### src/rtl/arm_pkg.sv
// -----------------------------------------------------------------------------
// arm_pkg
// Definitions shared by the data-memory path: the SRAM controller state
// encoding, the default byte address of data word 0 and the word-index helper.
// No ports (package).
// -----------------------------------------------------------------------------
package arm_pkg;

    // Access sequencer states: a 32-bit access is two 16-bit SRAM halves.
    typedef enum logic [1:0] {
        ST_IDLE = 2'd0,
        ST_LO   = 2'd1,
        ST_HI   = 2'd2,
        ST_DONE = 2'd3
    } sram_state_e;

    localparam logic [31:0] DATA_BASE_DEFAULT = 32'd1024;
    localparam int unsigned IDX_W             = 17;

    // Word index inside data memory. Addresses below the base wrap modulo 2^32
    // and are deliberately not flagged; the result is truncated to IDX_W bits.
    function automatic logic [IDX_W-1:0] word_index(input logic [31:0] addr,
                                                    input logic [31:0] base);
        return IDX_W'((addr - base) >> 2);
    endfunction

endpackage

### src/rtl/wait_counter.sv
// -----------------------------------------------------------------------------
// wait_counter
// 4-bit cycle counter used to time each SRAM half access.
// Ports:
//   clk    - system clock
//   rst    - asynchronous active-high reset (count -> 0)
//   clr_i  - synchronous clear, has priority over enable
//   en_i   - count enable
//   tc_o   - terminal count: high while count == LIMIT-1
// -----------------------------------------------------------------------------
module wait_counter #(
    parameter int unsigned LIMIT = 2
) (
    input  logic clk,
    input  logic rst,
    input  logic clr_i,
    input  logic en_i,
    output logic tc_o
);

    localparam logic [3:0] TC_VAL = 4'(LIMIT - 1);

    logic [3:0] count_q;
    logic [3:0] count_d;

    always_comb begin
        count_d = count_q;
        if (clr_i) begin
            count_d = 4'd0;
        end else if (en_i) begin
            count_d = count_q + 4'd1;
        end
    end

    always_ff @(posedge clk or posedge rst) begin
        if (rst) begin
            count_q <= 4'd0;
        end else begin
            count_q <= count_d;
        end
    end

    assign tc_o = (count_q == TC_VAL);

endmodule

### src/rtl/sram_controller.sv
// -----------------------------------------------------------------------------
// sram_controller
// Bridges the 32-bit MEM-stage load/store port to a 16-bit asynchronous SRAM.
// Each access is split into a low half (LO) and a high half (HI), each held
// for WAIT_CYCLES cycles, followed by one DONE cycle in which ready is high.
// Ports:
//   clk, rst        - clock, asynchronous active-high reset
//   wr_en, rd_en    - store / load request (both high = store)
//   address         - byte address from the ALU
//   write_data      - store data
//   read_data       - registered load result
//   ready           - access complete or idle; pipeline stalls while low
//   sram_addr       - SRAM half-word address
//   sram_we_n       - SRAM write strobe, active-low
//   sram_dq_out     - data driven toward the SRAM
//   sram_dq_oe      - high when the controller drives the DQ bus
//   sram_dq_in      - data returned from the SRAM
// The bidirectional DQ pad is built one level up from sram_dq_out/_oe/_in.
// -----------------------------------------------------------------------------
module sram_controller
    import arm_pkg::*;
#(
    parameter int unsigned WAIT_CYCLES = 2,
    parameter logic [31:0] DATA_BASE   = DATA_BASE_DEFAULT
) (
    input  logic        clk,
    input  logic        rst,
    input  logic        wr_en,
    input  logic        rd_en,
    input  logic [31:0] address,
    input  logic [31:0] write_data,
    output logic [31:0] read_data,
    output logic        ready,
    output logic [17:0] sram_addr,
    output logic        sram_we_n,
    output logic [15:0] sram_dq_out,
    output logic        sram_dq_oe,
    input  logic [15:0] sram_dq_in
);

    sram_state_e      state_q, state_d;
    logic             op_wr_q, op_wr_d;
    logic [IDX_W-1:0] idx_q, idx_d;
    logic [31:0]      wdata_q, wdata_d;
    logic [31:0]      rdata_q, rdata_d;

    logic req;
    logic tc;
    logic cnt_clr;

    assign req = rd_en | wr_en;

    // The counter only runs inside LO/HI; it restarts at each phase boundary.
    assign cnt_clr = (state_q == ST_IDLE) || (state_q == ST_DONE) || tc;

    wait_counter #(
        .LIMIT (WAIT_CYCLES)
    ) u_wait_counter (
        .clk   (clk),
        .rst   (rst),
        .clr_i (cnt_clr),
        .en_i  (1'b1),
        .tc_o  (tc)
    );

    // Next state, latched access and read capture.
    always_comb begin
        state_d = state_q;
        op_wr_d = op_wr_q;
        idx_d   = idx_q;
        wdata_d = wdata_q;
        rdata_d = rdata_q;
        case (state_q)
            ST_IDLE: begin
                if (req) begin
                    state_d = ST_LO;
                    op_wr_d = wr_en;
                    idx_d   = word_index(address, DATA_BASE);
                    wdata_d = write_data;
                end
            end
            ST_LO: begin
                if (tc) begin
                    state_d = ST_HI;
                    if (!op_wr_q) begin
                        rdata_d[15:0] = sram_dq_in;
                    end
                end
            end
            ST_HI: begin
                if (tc) begin
                    state_d = ST_DONE;
                    if (!op_wr_q) begin
                        rdata_d[31:16] = sram_dq_in;
                    end
                end
            end
            ST_DONE: begin
                state_d = ST_IDLE;
            end
            default: begin
                state_d = ST_IDLE;
            end
        endcase
    end

    always_ff @(posedge clk or posedge rst) begin
        if (rst) begin
            state_q <= ST_IDLE;
            op_wr_q <= 1'b0;
            idx_q   <= '0;
            wdata_q <= 32'd0;
            rdata_q <= 32'd0;
        end else begin
            state_q <= state_d;
            op_wr_q <= op_wr_d;
            idx_q   <= idx_d;
            wdata_q <= wdata_d;
            rdata_q <= rdata_d;
        end
    end

    // SRAM pins are decoded from registered state so reset clears them
    // immediately and they are glitch-free relative to the request inputs.
    always_comb begin
        sram_addr   = 18'd0;
        sram_we_n   = 1'b1;
        sram_dq_oe  = 1'b0;
        sram_dq_out = 16'd0;
        case (state_q)
            ST_LO: begin
                sram_addr = {idx_q, 1'b0};
                if (op_wr_q) begin
                    sram_we_n   = 1'b0;
                    sram_dq_oe  = 1'b1;
                    sram_dq_out = wdata_q[15:0];
                end
            end
            ST_HI: begin
                sram_addr = {idx_q, 1'b1};
                if (op_wr_q) begin
                    sram_we_n   = 1'b0;
                    sram_dq_oe  = 1'b1;
                    sram_dq_out = wdata_q[31:16];
                end
            end
            default: begin
            end
        endcase
    end

    assign ready     = (state_q == ST_DONE) || ((state_q == ST_IDLE) && !req);
    assign read_data = rdata_q;

endmodule

### config.mk
export PLATFORM = sky130hd
export DESIGN_NAME = sram_controller
export DESIGN_NICKNAME = d
export VERILOG_FILES = /design/src/rtl/arm_pkg.sv /design/src/rtl/wait_counter.sv /design/src/rtl/sram_controller.sv
export SDC_FILE = /design/constraint.sdc
export NUM_CORES = 1
export LEC_CHECK = 0
export ABC_AREA = 1
export BUFFER_PORTS_ARGS = -buffer_cell sky130_fd_sc_hd__buf_2
export CORE_ASPECT_RATIO = 0.7
export CORE_MARGIN = 1.5
export CORE_UTILIZATION = 54
export DETAILED_ROUTE_END_ITERATION = 12
export GPL_TIMING_DRIVEN = 1
export PLACE_DENSITY_LB_ADDON = 0.3
export SLEW_MARGIN = 0
export SYNTH_ARGS = -nofsm -noshare
export SYNTH_HDL_FRONTEND = slang
export SYNTH_SLANG_ARGS = --single-unit
export TNS_END_PERCENT = 10
### constraint.sdc
create_clock -name clk -period 7.6 [get_ports clk]
set_clock_uncertainty 0.2 [all_clocks]
set_input_delay 2.28 -clock clk [delete_from_list [all_inputs] [get_ports clk]]
set_output_delay 2.28 -clock clk [all_outputs]
set_load 0.05 [all_outputs]
# Word level (Yosys, flattened, before mapping)
# Cells that the tools add are included.
[totals]
input_bits = 84
regBits = 88
wordCells = 42
output_inout_bits = 69
[op_classes]
muxes = 13
reduce_logical = 11
n_addsub = 2
n_eq_ne = 7
n_bitwise = 2
[ops]
columns = ["cell", "count"]
rows = [
  ["18-bit one-hot mux with 2 select lines", 1],
  ["16-bit 2-to-1 mux", 2],
  ["16-bit one-hot mux with 2 select lines", 1],
  ["19-bit by 11-bit subtractor with 19-bit output, second input constant", 1],
  ["3-bit AND reduction", 3],
  ["2-bit one-hot mux with 4 select lines", 1],
  ["2-bit 2-to-1 mux", 3],
  ["2-bit inequality test, second input constant", 3],
  ["4-bit by 1-bit adder with 4-bit output, second input constant", 1],
  ["2-bit == test, second input constant", 2],
  ["4-bit by 1-bit == test with 1-bit output, second input constant", 1],
  ["1-bit 2-to-1 mux", 4],
  ["4-bit 2-to-1 mux", 1],
  ["1-bit logical OR", 3],
  ["2-bit by 1-bit == test with 1-bit output, second input constant", 1],
  ["2-bit logical NOT", 1],
  ["2-bit AND reduction", 1],
  ["2-bit OR reduction", 1],
  ["1-bit logical AND", 1],
  ["1-bit logical NOT", 1],
  ["1-bit NOT", 1],
  ["1-bit bitwise OR", 1],
]

# Depth between registers and ports, before layout
[depth]
word_depth = 4
depth_mapped = 8
ltp_nobuf = 8

# Cells and area by module
# Synthesis repeated with hierarchy kept, for this count alone.
[unflattened]
cells_unflattened = 503
area_unflattened_um2 = 4081.4
[by_module_without_submodules]
columns = ["mod", "area_per_inst_um2", "cells_each", "seq_area_each_um2", "n_inst"]
rows = [
  ["sram_controller", 3866.2, 477, 2102.0, 1],
  ["wait_counter", 215.2, 26, 100.1, 1],
]

# Least setup slack after synthesis
# No wires, ideal clock.
[synth_timing]
path_type = "in2out"
startpoint = "in wr_en"
endpoint = "out ready"
t_required_ns = 5.120
slack_ns = 1.953
t_arrival_ns = 3.167
path_buffers = 0
path_stages = 3
path_cell_list = "inv_1 > nand2_2 > o21bai_1"
[synth_between]
elab_chain_len = 4
[synth_lines]
columns = ["element", "line_no", "source"]
rows = [
  ["start, declared", "sram_controller.sv:28", "input logic wr_en,"],
  ["1-bit bitwise OR", "sram_controller.sv:51", "assign req = rd_en | wr_en;"],
  ["1-bit logical NOT", "sram_controller.sv:152", "assign ready = (state_q == ST_DONE) || ((state_q == ST_IDLE) && !req);"],
  ["1-bit logical AND", "sram_controller.sv:152", ""],
  ["1-bit logical OR", "sram_controller.sv:152", ""],
  ["end, declared", "sram_controller.sv:33", "output logic ready,"],
]
# Every way passes these cells.

# Worst setup path in the final report
# Ends and elaborated chain as after synthesis.

==> flow_metrics.tcl <==
set metrics [dict create \
    status "finished, final reports clean" \
    final-hold-violation-count 0 \
    grt_pass1_wl_um 15300 \
    final_max_slew_viol_count 0 \
    crit_type "in -> out" \
    fp.dieArea_um2 8370 \
    cts_buffers 9 \
    grt_pass1_vias 3368 \
    fin_area_um2 5050 \
    fp.dieH_um 77.0 \
    rsz0062_at_grt "false" \
    r2r-end "read_data[21]" \
    place_area_um2 4850 \
    syn_area_um2 4220 \
    intPower_uw 1190 \
    drt_wl_total_um 9030 \
    drv_cap 0 \
    cts_tree "built" \
    grt_max_degree 89 \
    slew_headroom 0.267 \
    power_frac_comb 0.551 \
    rows 26 \
    final-setup-viol-count 0 \
    finalPower_uw 2520 \
    wire_per_inst_um 12.5 \
    yosys_warnings 0 \
    critical_path.endpoint "ready" \
    r2r-start "state_q[0]" \
    max_freq_mhz 184 \
    cts_sinks 88 \
    power.density_nw_per_um2 499 \
    diodes 0 \
    cts_hold_buffers 0 \
    gp_congestion 0.871 \
    drive_gt1_frac 0.333 \
    vias 3514 \
    synth.distinct_cells 24 \
    clkPwrFrac 0.126 \
    grt_overflow 0 \
    dp_hpwl_um 6310 \
    track_usage 0.233 \
    drc 0 \
    clk_latency_ns 0.34 \
    core_um2 7450 \
    ant_nets 0 \
    yosys.area.top_type_share 0.521 \
    die_w_um 109 \
    port-buffer-count 137 \
    ys_seq_area_frac 0.521 \
    swShare 0.529 \
    fill_cells 659 \
    setup.worst_path.start "wr_en" \
    worstSetupEndpointType "primary output" \
    synthesis.nets 585 \
    synth_cells 493 \
    fin_ws_ns 2.15 \
    pin_count 153 \
    cts.reportedPaths.clkPinSlew_ns 0.09 \
    pre_cts_ws_ns 2.15 \
    cts_root_buf "clkbuf_8" \
    firstDrtPassIters 4 \
    antenna_found_initial 0 \
    cp_max_fo 3 \
    worst_slew_pin_slew_ns 1.10 \
    post_cts_buffers 0 \
    layout.nets 712 \
    vdd_drop_max_mv 0.264 \
    worstSetupStartpointType "input port" \
    power_switching_uw 1330 \
    cts_resized 0 \
    yosys.area.top_type "dfrtp_1" \
    finish.utilization 0.677 \
    required_ns 5.12 \
    cts_buffer_depth 2 \
    seqPwrFrac 0.323 \
    fin_crit_sh 0.717 \
    synthTopCellsByArea "dfrtp_1 52%, nand2_1 17%, o21ai_2 7.3%, inv_1 4.8%, buf_6 3.2%" \
    reg2reg_depth 5 \
    leakagePower_uw 0.00285 \
    setup_tns_ns 0 \
    synthToLayoutAreaGrowth_pct 19.5 \
    min_path_type "reg -> reg" \
    htree_levels 3 \
    reg2reg_slack_ns 5.14 \
    drtIter0Drc 199 \
    synth.ff_latch_count 88 \
    vias_per_cell 4.86 \
    cp.arrival_ns 2.97 \
    initial_core_util 0.567 \
    period_minus_slack_ns 5.45 \
    syn_avg_cell_area_um2 8.57 \
]
## metal layers
metal  track usage  part of all wire
met1         0.297              0.44
met2         0.381              0.47
met3        0.0723             0.072
met4        0.0671             0.013
met5             0                 0
## how the worst min path moves through the flow
stage,start,end,slack [ns],depth (start not counted)
detailed placement,read_data[20],read_data[20],0.26,2
floorplan,wdata_q[0],wdata_q[0],0.25,2
finish,read_data[22],read_data[22],0.28,2
global placement,read_data[26],read_data[26],0.26,2
global route,wdata_q[12],wdata_q[12],0.31,2
CTS,read_data[20],read_data[20],0.29,2
## cell usage after synthesis
library cell and instances:
nand3_1 8, nor2_2 1, xnor2_1 1, or2_2 1
a31oi_1 1, or2_4 1, xor2_1 1, nand2_2 9
nor2_1 31, o21bai_1 2, a21oi_1 18, ha_1 8
buf_6 12, nand3_4 2, nand2_1 190, o21ai_2 35
buf_2 9, buf_4 1, o21ai_0 16, inv_2 1
inv_1 54, inv_4 1, dfrtp_1 88, nand2_4 2
## critical path, cell delays in order
cell and delay [ns]:
buf_2 0.09, inv_1 0.07, nand2_2 0.09, o21bai_1 0.14, buf_2 0.29
## per-stage QoR
step | hold slack, ns | cells
floorplan | 0.249 | 493
CTS | 0.285 | 723
detailed placement | 0.263 | 707
finish | 0.284 | 723
global route | 0.305 | 723
global placement | 0.260 | 707
## flip-flops by register name (all words and copies together) (netlist names)
register / cells
wdata_q: 32
op_wr_q: 1
idx_q: 17
state_q: 2
read_data: 32
u_wait_counter.count_q: 4
## layout by cell type, fill, tap and decap left out, drive strengths merged
cell	n
clkbuf	9
a31oi	1
xor2	1
or2	2
buf	138
nand3	10
a21oi	18
nand2	201
dfrtp	88
clkinv	5
nor2	32
inv	56
xnor2	1
o21ai	51
o21bai	2
clkinvlp	1
ha	8
bufinv	1
## cells by family (layout without fill, tap and decap cells)
group | Yosys count | in the layout | synth area share
flip-flops | 88 | 88 | 0.521
AND/OR/NAND/NOR | 245 | 245 | 0.238
AO/OA/AOI/OAI | 72 | 72 | 0.118
XOR/XNOR | 2 | 2 | 0.00415
buffers and inverters | 78 | 210 | 0.0948
adder cells (fa/ha/maj) | 8 | 8 | 0.0237
## power by group through the flow
stage / logic [µW] / registers, µW / clock network (µW)
2_1_floorplan: 846 / 1110 / 0
3_3_place_gp: 1370 / 813 / 0
3_5_place_dp: 1400 / 820 / 0
4_1_cts: 1400 / 813 / 329
5_1_grt: 1510 / 841 / 349
6_report: 1390 / 813 / 316
## final cells by class
type	instances	area (µm²)	share of cell area
sequential	88	2200	0.436
clock inverter	7	70.1	0.0139
multi-input combinational	327	1620	0.321
inverter	56	214	0.0424
tap	98	123	0.0243
clock buffer	9	124	0.0245
timing repair buffer	138	693	0.137
(Power assumes the default switching activity.)
